==> config.mk <==
export PLATFORM = sky130hd
export DESIGN_NAME = pixel_frame_source_flat
export DESIGN_NICKNAME = d
export VERILOG_FILES = /design/src/rtl/pixel_frame_source_if.sv /design/src/rtl/pixel_frame_source.sv /design/src/flat_wrapper.sv
export SDC_FILE = /design/constraint.sdc
export NUM_CORES = 1
export LEC_CHECK = 0
export BUFFER_PORTS_ARGS = -buffer_cell sky130_fd_sc_hd__buf_4
export CORE_UTILIZATION = 25
export CTS_BUF_LIST = sky130_fd_sc_hd__clkbuf_8
export CTS_CLUSTER_DIAMETER = 30
export DETAILED_ROUTE_END_ITERATION = 12
export PLACE_DENSITY = 0.48
export RECOVER_POWER = 25
export SLEW_MARGIN = 40
export SYNTH_ARGS = -nofsm -noshare
export SYNTH_HDL_FRONTEND = slang
export SYNTH_SLANG_ARGS = --single-unit
==> constraint.sdc <==
create_clock -name clk -period 2.2 [get_ports clk]
set_input_delay 0.33 -clock clk [delete_from_list [all_inputs] [get_ports clk]]
set_output_delay 0.33 -clock clk [all_outputs]
set_load 0.005 [all_outputs]
==> src/rtl/pixel_frame_source_if.sv <==
// Pixel stream bus between pixel_frame_source and its sink: data, valid/ready
// handshake and the sof/eol/eof frame markers.
interface pixel_frame_source_if #(
  parameter int PIX_W = 8
);
  logic [PIX_W-1:0] pixel;
  logic             pixel_valid;
  logic             pixel_ready;
  logic             sof;
  logic             eol;
  logic             eof;

  // Source side drives data, valid and markers; sink side drives ready.
  modport master (
    output pixel, pixel_valid, sof, eol, eof,
    input  pixel_ready
  );

  modport slave (
    input  pixel, pixel_valid, sof, eol, eof,
    output pixel_ready
  );
endinterface

==> src/rtl/pixel_frame_source.sv <==
// pixel_frame_source: synthetic raster image generator with valid/ready
// backpressure, sof/eol/eof markers and programmable horizontal/vertical
// blanking. Patterns: 0 ramp (x+y), 1 checkerboard, 2 column gradient (x),
// 3 constant.
// Optional build macro PIXSRC_STALL_INJECT_EN: a 16-bit LFSR withholds
// not-yet-presented pixels to exercise sink handshaking. Without it the
// source never inserts bubbles inside a row.
module pixel_frame_source #(
  parameter int PIX_W   = 8,
  parameter int IMG_W   = 64,
  parameter int IMG_H   = 64,
  parameter int HBLANK  = 4,
  parameter int VBLANK  = 16,
  parameter int SQ_LOG2 = 3
) (
  input  logic                 clk,
  input  logic                 reset,
  input  logic                 start_i,
  input  logic                 abort_i,
  input  logic                 continuous_i,
  input  logic [1:0]           mode_i,
  input  logic [PIX_W-1:0]     const_val_i,
  pixel_frame_source_if.master pix_if,
  output logic                 busy_o,
  output logic                 frame_done_o,
  output logic [15:0]          frame_cnt_o
);

  localparam int XW   = $clog2(IMG_W);
  localparam int YW   = $clog2(IMG_H);
  localparam int BMAX = (HBLANK > VBLANK) ? HBLANK : VBLANK;
  // Keep the blanking counter at least one bit wide when both blanks are 0.
  localparam int BW   = (BMAX > 0) ? $clog2(BMAX + 1) : 1;

  localparam logic [XW-1:0] X_LAST = XW'(IMG_W - 1);
  localparam logic [YW-1:0] Y_LAST = YW'(IMG_H - 1);

  typedef enum logic [1:0] {
    S_IDLE   = 2'd0,
    S_ACTIVE = 2'd1,
    S_HBLANK = 2'd2,
    S_VBLANK = 2'd3
  } state_t;

  state_t           state_q, state_d;
  logic [XW-1:0]    x_q, x_d;
  logic [YW-1:0]    y_q, y_d;
  logic [BW-1:0]    blank_q, blank_d;
  logic [1:0]       mode_q, mode_d;
  logic [PIX_W-1:0] const_q, const_d;
  logic [15:0]      frame_cnt_q, frame_cnt_d;
  logic             frame_done_q, frame_done_d;

  logic             active;
  logic             valid;
  logic             xfer;
  logic             frame_end;
  logic [PIX_W-1:0] pix_val;

  assign active = (state_q == S_ACTIVE);

`ifdef PIXSRC_STALL_INJECT_EN
  logic [15:0] lfsr_q, lfsr_d;
  // shown_q: current pixel has already been offered, so it must stay valid.
  logic        shown_q, shown_d;

  // Fibonacci LFSR, taps 16,14,13,11, advancing every cycle.
  always_comb begin
    lfsr_d = {lfsr_q[14:0], lfsr_q[15] ^ lfsr_q[13] ^ lfsr_q[12] ^ lfsr_q[10]};
  end

  assign valid   = active && (shown_q || !lfsr_q[0]);
  assign shown_d = valid && !pix_if.pixel_ready && !abort_i;

  // Stall-injection state: LFSR reseeded on reset.
  always_ff @(posedge clk) begin
    if (!reset) begin
      lfsr_q  <= 16'hACE1;
      shown_q <= 1'b0;
    end else begin
      lfsr_q  <= lfsr_d;
      shown_q <= shown_d;
    end
  end
`else
  assign valid = active;
`endif

  assign xfer = valid && pix_if.pixel_ready;

  // Pattern generator from the current raster coordinates and latched mode.
  always_comb begin
    pix_val = '0;
    case (mode_q)
      2'd0:    pix_val = PIX_W'(32'(x_q) + 32'(y_q));
      2'd1:    pix_val = ((((32'(x_q) ^ 32'(y_q)) >> SQ_LOG2) & 32'd1) != 32'd0) ? '1 : '0;
      2'd2:    pix_val = PIX_W'(32'(x_q));
      default: pix_val = const_q;
    endcase
  end

  // Next-state logic: raster walk, blanking countdown and frame completion.
  always_comb begin
    state_d      = state_q;
    x_d          = x_q;
    y_d          = y_q;
    blank_d      = blank_q;
    mode_d       = mode_q;
    const_d      = const_q;
    frame_cnt_d  = frame_cnt_q;
    frame_done_d = 1'b0;
    frame_end    = 1'b0;

    if (abort_i) begin
      // Abort wins over everything and discards the partial frame.
      state_d = S_IDLE;
      x_d     = '0;
      y_d     = '0;
      blank_d = '0;
    end else begin
      case (state_q)
        S_IDLE: begin
          if (start_i) begin
            state_d = S_ACTIVE;
            x_d     = '0;
            y_d     = '0;
            mode_d  = mode_i;
            const_d = const_val_i;
          end
        end
        S_ACTIVE: begin
          if (xfer) begin
            if (x_q != X_LAST) begin
              x_d = x_q + 1'b1;
            end else if (y_q != Y_LAST) begin
              x_d = '0;
              y_d = y_q + 1'b1;
              if (HBLANK > 0) begin
                state_d = S_HBLANK;
                blank_d = BW'(HBLANK - 1);
              end
            end else begin
              x_d = '0;
              y_d = '0;
              if (VBLANK > 0) begin
                state_d = S_VBLANK;
                blank_d = BW'(VBLANK - 1);
              end else begin
                frame_end = 1'b1;
              end
            end
          end
        end
        S_HBLANK: begin
          if (blank_q == '0) begin
            state_d = S_ACTIVE;
          end else begin
            blank_d = blank_q - 1'b1;
          end
        end
        S_VBLANK: begin
          if (blank_q == '0) begin
            frame_end = 1'b1;
          end else begin
            blank_d = blank_q - 1'b1;
          end
        end
        default: state_d = S_IDLE;
      endcase

      // Frame completion: count it, then restart or go idle.
      if (frame_end) begin
        frame_done_d = 1'b1;
        frame_cnt_d  = frame_cnt_q + 16'd1;
        if (continuous_i) begin
          state_d = S_ACTIVE;
          mode_d  = mode_i;
          const_d = const_val_i;
        end else begin
          state_d = S_IDLE;
        end
      end
    end
  end

  // State register with synchronous active-low reset.
  always_ff @(posedge clk) begin
    if (!reset) begin
      state_q      <= S_IDLE;
      x_q          <= '0;
      y_q          <= '0;
      blank_q      <= '0;
      mode_q       <= 2'd0;
      const_q      <= '0;
      frame_cnt_q  <= 16'd0;
      frame_done_q <= 1'b0;
    end else begin
      state_q      <= state_d;
      x_q          <= x_d;
      y_q          <= y_d;
      blank_q      <= blank_d;
      mode_q       <= mode_d;
      const_q      <= const_d;
      frame_cnt_q  <= frame_cnt_d;
      frame_done_q <= frame_done_d;
    end
  end

  // Data and markers are forced low outside ACTIVE so idle/blank cycles are clean.
  assign pix_if.pixel       = active ? pix_val : '0;
  assign pix_if.pixel_valid = valid;
  assign pix_if.sof         = active && (x_q == '0) && (y_q == '0);
  assign pix_if.eol         = active && (x_q == X_LAST);
  assign pix_if.eof         = active && (x_q == X_LAST) && (y_q == Y_LAST);

  assign busy_o       = (state_q != S_IDLE);
  assign frame_done_o = frame_done_q;
  assign frame_cnt_o  = frame_cnt_q;

endmodule

==> src/flat_wrapper.sv <==
// flat-port wrapper written by rule: the top's interface ports become plain ports
module pixel_frame_source_flat 
#(
  parameter int PIX_W   = 8,
  parameter int IMG_W   = 64,
  parameter int IMG_H   = 64,
  parameter int HBLANK  = 4,
  parameter int VBLANK  = 16,
  parameter int SQ_LOG2 = 3
)
  (clk, reset, start_i, abort_i, continuous_i, mode_i, const_val_i, busy_o, frame_done_o, frame_cnt_o, pix_if_pixel, pix_if_pixel_valid, pix_if_sof, pix_if_eol, pix_if_eof, pix_if_pixel_ready);
  pixel_frame_source_if #(.PIX_W(PIX_W)) pix_if_i ();
  input  logic clk;
  input  logic reset;
  input  logic start_i;
  input  logic abort_i;
  input  logic continuous_i;
  input  logic [1:0] mode_i;
  input  logic [PIX_W-1:0] const_val_i;
  output logic busy_o;
  output logic frame_done_o;
  output logic [15:0] frame_cnt_o;
  output wire logic [$bits(pix_if_i.pixel)-1:0] pix_if_pixel;
  output wire logic [$bits(pix_if_i.pixel_valid)-1:0] pix_if_pixel_valid;
  output wire logic [$bits(pix_if_i.sof)-1:0] pix_if_sof;
  output wire logic [$bits(pix_if_i.eol)-1:0] pix_if_eol;
  output wire logic [$bits(pix_if_i.eof)-1:0] pix_if_eof;
  input wire logic [$bits(pix_if_i.pixel_ready)-1:0] pix_if_pixel_ready;
  assign pix_if_pixel = pix_if_i.pixel;
  assign pix_if_pixel_valid = pix_if_i.pixel_valid;
  assign pix_if_sof = pix_if_i.sof;
  assign pix_if_eol = pix_if_i.eol;
  assign pix_if_eof = pix_if_i.eof;
  assign pix_if_i.pixel_ready = pix_if_pixel_ready;
  pixel_frame_source #(.PIX_W(PIX_W), .IMG_W(IMG_W), .IMG_H(IMG_H), .HBLANK(HBLANK), .VBLANK(VBLANK), .SQ_LOG2(SQ_LOG2)) u_core (.clk(clk), .reset(reset), .start_i(start_i), .abort_i(abort_i), .continuous_i(continuous_i), .mode_i(mode_i), .const_val_i(const_val_i), .pix_if(pix_if_i), .busy_o(busy_o), .frame_done_o(frame_done_o), .frame_cnt_o(frame_cnt_o));
endmodule
==> results.ini <==
[sta]
period_minus_slack_ns=2.29
whs_ns=0.245
post-route-period-util_pct=104
finalClockSkew_ns=0.0116
layout_setup_ws_ns=-0.0907
rsz0062_at_grt=yes
slew_viol_final=0
relSlewSlack_pct=60.7
worstMarginPinSlew_ns=0.589
setup_viol=5
hold_viol_final=0
fmax_ghz=0.437

[power_and_ir_drop]
power_density_nw_per_um2=466
p_total_mw=1.61
vdd_drop_max_uv=285
cellLeakagePower_nw=1.37

[global_routing]
antenna_found_initial=0
grt_pass1_wl_microns=11600
grt-ovfl-total=0
grt_pass1_vias=2305
grt_max_degree=38
track_usage_pct=13.1

[final_layout]
nFillCells=1123
diodes=0
area_delta_synth_final_pct=31.2
drive_gt1_share_pct=27.2
post-route-util_pct=33.6
fin_nets=408
final_cell_area_sq_um=3460
layout.cells.non_filler=515

[yosys]
synth_seq_cells=46
avgSynthCellArea_sq_um=8.23
yosysMostFrequentCell=dfxtp_1
synth-async-reset-ratio_pct=0
synth_cells=320
yosysUniqueCellTypes=47
synth_commonest_cells=46 x dfxtp_1, 31 x nand2_1, 30 x nor2_1
yosysTopAreaCellShare_pct=34.9
yosysWarningCount=0
synth_flop_cell=dfxtp_1
yosys-top-cells-area=dfxtp_1 35%, ha_1 6.2%, nand3_1 4.6%
synth_fp_nets=350
synth_top_area_cell=dfxtp_1
synth-edff-count=0
netlist_area_sq_um=2640
seq_area_frac_synth_pct=34.9

[min_path]
hp-class=in2reg

[die]
core_area_sq_um=10300
die_h_microns=105
dieWidth_microns=105
start_util_pct=25.6
pin_count=46
dieArea_sq_um=11000
rows=37

[flow_run]
maxCapViolCount=0

[clock_network]
clock_path_buffers=2
clock_sinks=46
ctsRootBufferMaster=clkbuf_8
ctsHoldBuffers=0
cts_inserted_buffers=5
insertion_delay_ns=0.30
clkTransAtPathRegs_ns=0.08
cts_max_level=2
cts_tree=built

[setup_path]
path_cells=ha_4 -> fa_2 -> buf_4 -> xor2_1 -> nor2_1 -> nor2_1 -> nor2_1 -> a211oi_1 -> buf_4
cp.arrival_ns=1.96
crit_family=adder cells
endpoint_kind=primary output
slowest_delay_ns=0.34
required_ns=1.87
crit_top_cell=nor2_1
path_buf_inv=2
cp_slowest_cell=dfxtp_2
cp-start-kind=flop
path_max_fanout=2
path_class=reg2out

[drt]
via_per_inst=4.60
firstDrtPassIters=4
drt_iter0_markers=136
wl_microns=6960
drc_errors=0
wire_per_inst_microns=13.5
via_count=2370
ant_nets=0

[place]
place_congestion=0.786
dpl_cell_area_sq_um=3230
dp_hpwl_microns=5200
placed_cells=506
portBuffers=45

[status]
outcome=finished with violations
violations=negative setup slack

==> per-layer routing <==
layer / GRT usage, % / up-vias / share of wire, % / routed length, microns
met5: 0 / - / 0 / 0
met1: 19.1 / 1076 / 51 / 3580
met3: 2.25 / 6 / 3.7 / 258
li1: - / 1231 / - / -
met2: 20.0 / 57 / 44 / 3050
met4: 3.02 / 0 / 0.93 / 65
==> worst min-delay path, cell delays in order <==
cell	delay, ns
buf_4	0.08
nand3_1	0.05
o21ai_0	0.06
==> metrics by stage <==
| stage | worst slack (ns) | setup TNS (ns) |
|---|---|---|
| 2_1_floorplan | 0.173 | 0 |
| 3_5_place_dp | 0.0394 | 0 |
| 5_1_grt | -0.186 | -0.783 |
| 6_report | -0.0907 | -0.379 |
| 3_3_place_gp | 0.0125 | 0 |
| 4_1_cts | -0.0942 | -0.351 |
==> cell usage in the layout (no fill, tap or decap), drive strengths merged, types with 2 or more instances in the layout <==
master,instances
nand3,24
and3,6
mux4,2
inv,11
buf,50
nor4,4
nand4,6
and2,19
ha,13
nor3,8
dfxtp,46
xnor2,13
nor2,30
and4,3
a32oi,2
nand2,31
a21oi,14
mux2i,5
nor2b,5
nand2b,2
xor2,9
a31oi,3
or3,3
o21ai,23
clkbuf,22
a211oi,6
a21o,3
==> final timing paths <==
| path | slack, ns | to | from | cells after the start |
|---|---|---|---|---|
| hold reg to reg | 0.47 | u_core.const_q[3] | u_core.const_q[3] | 2 |
| setup reg to reg | 0.17 | u_core.frame_cnt_o[12] | u_core.blank_q[0] | 7 |
| setup / recovery | -0.09 | pix_if_pixel[2] | u_core.x_q[0] | 9 |
| hold / removal | 0.25 | u_core.const_q[0] | const_val_i[0] | 3 |
==> report_power, final <==
group	internal [mW]	total, mW	switching, mW
registers	0.841	0.856	0.0155
logic	0.0556	0.124	0.0682
clock network	0.335	0.631	0.297
total	1.23	1.61	0.380
==> timing repair <==
| item | in CTS | in global routing |
|---|---|---|
| setup buffers | 1 | 0 |
| pin swaps | 16 | 8 |
| setup endpoints to repair | 7 | 14 |
| resized for setup | 24 | 4 |
==> area by class of cell <==
cell class              count  area [sq um]  share of cell area, %
multi-input cells         248          1700                   49.2
inverters                  10          37.5                   1.09
repair buffers             67           507                   14.7
clock inverters             3          41.3                   1.19
clock buffers               5          68.8                   1.99
flip-flops and latches     46           933                   27.0
well taps                 136           170                   4.92
==> cell families after synthesis <==
group,share of synthesized area (%)
compound gates,13.2
xor+xnor,7.31
fa+ha+maj,6.93
buf+inv,4.04
flops,34.9
mux,4.04
simple gates,29.5
==> sequential cells by signal, indices dropped and copies added (netlist names) <==
| signal | count |
|---|---|
| u_core.blank_q | 5 |
| u_core.frame_done_o | 1 |
| u_core.mode_q | 2 |
| u_core.frame_cnt_o | 16 |
| u_core.const_q | 8 |
| u_core.state_q | 2 |
| u_core.x_q | 6 |
| u_core.y_q | 6 |
Power figures use the tool's default switching activity.
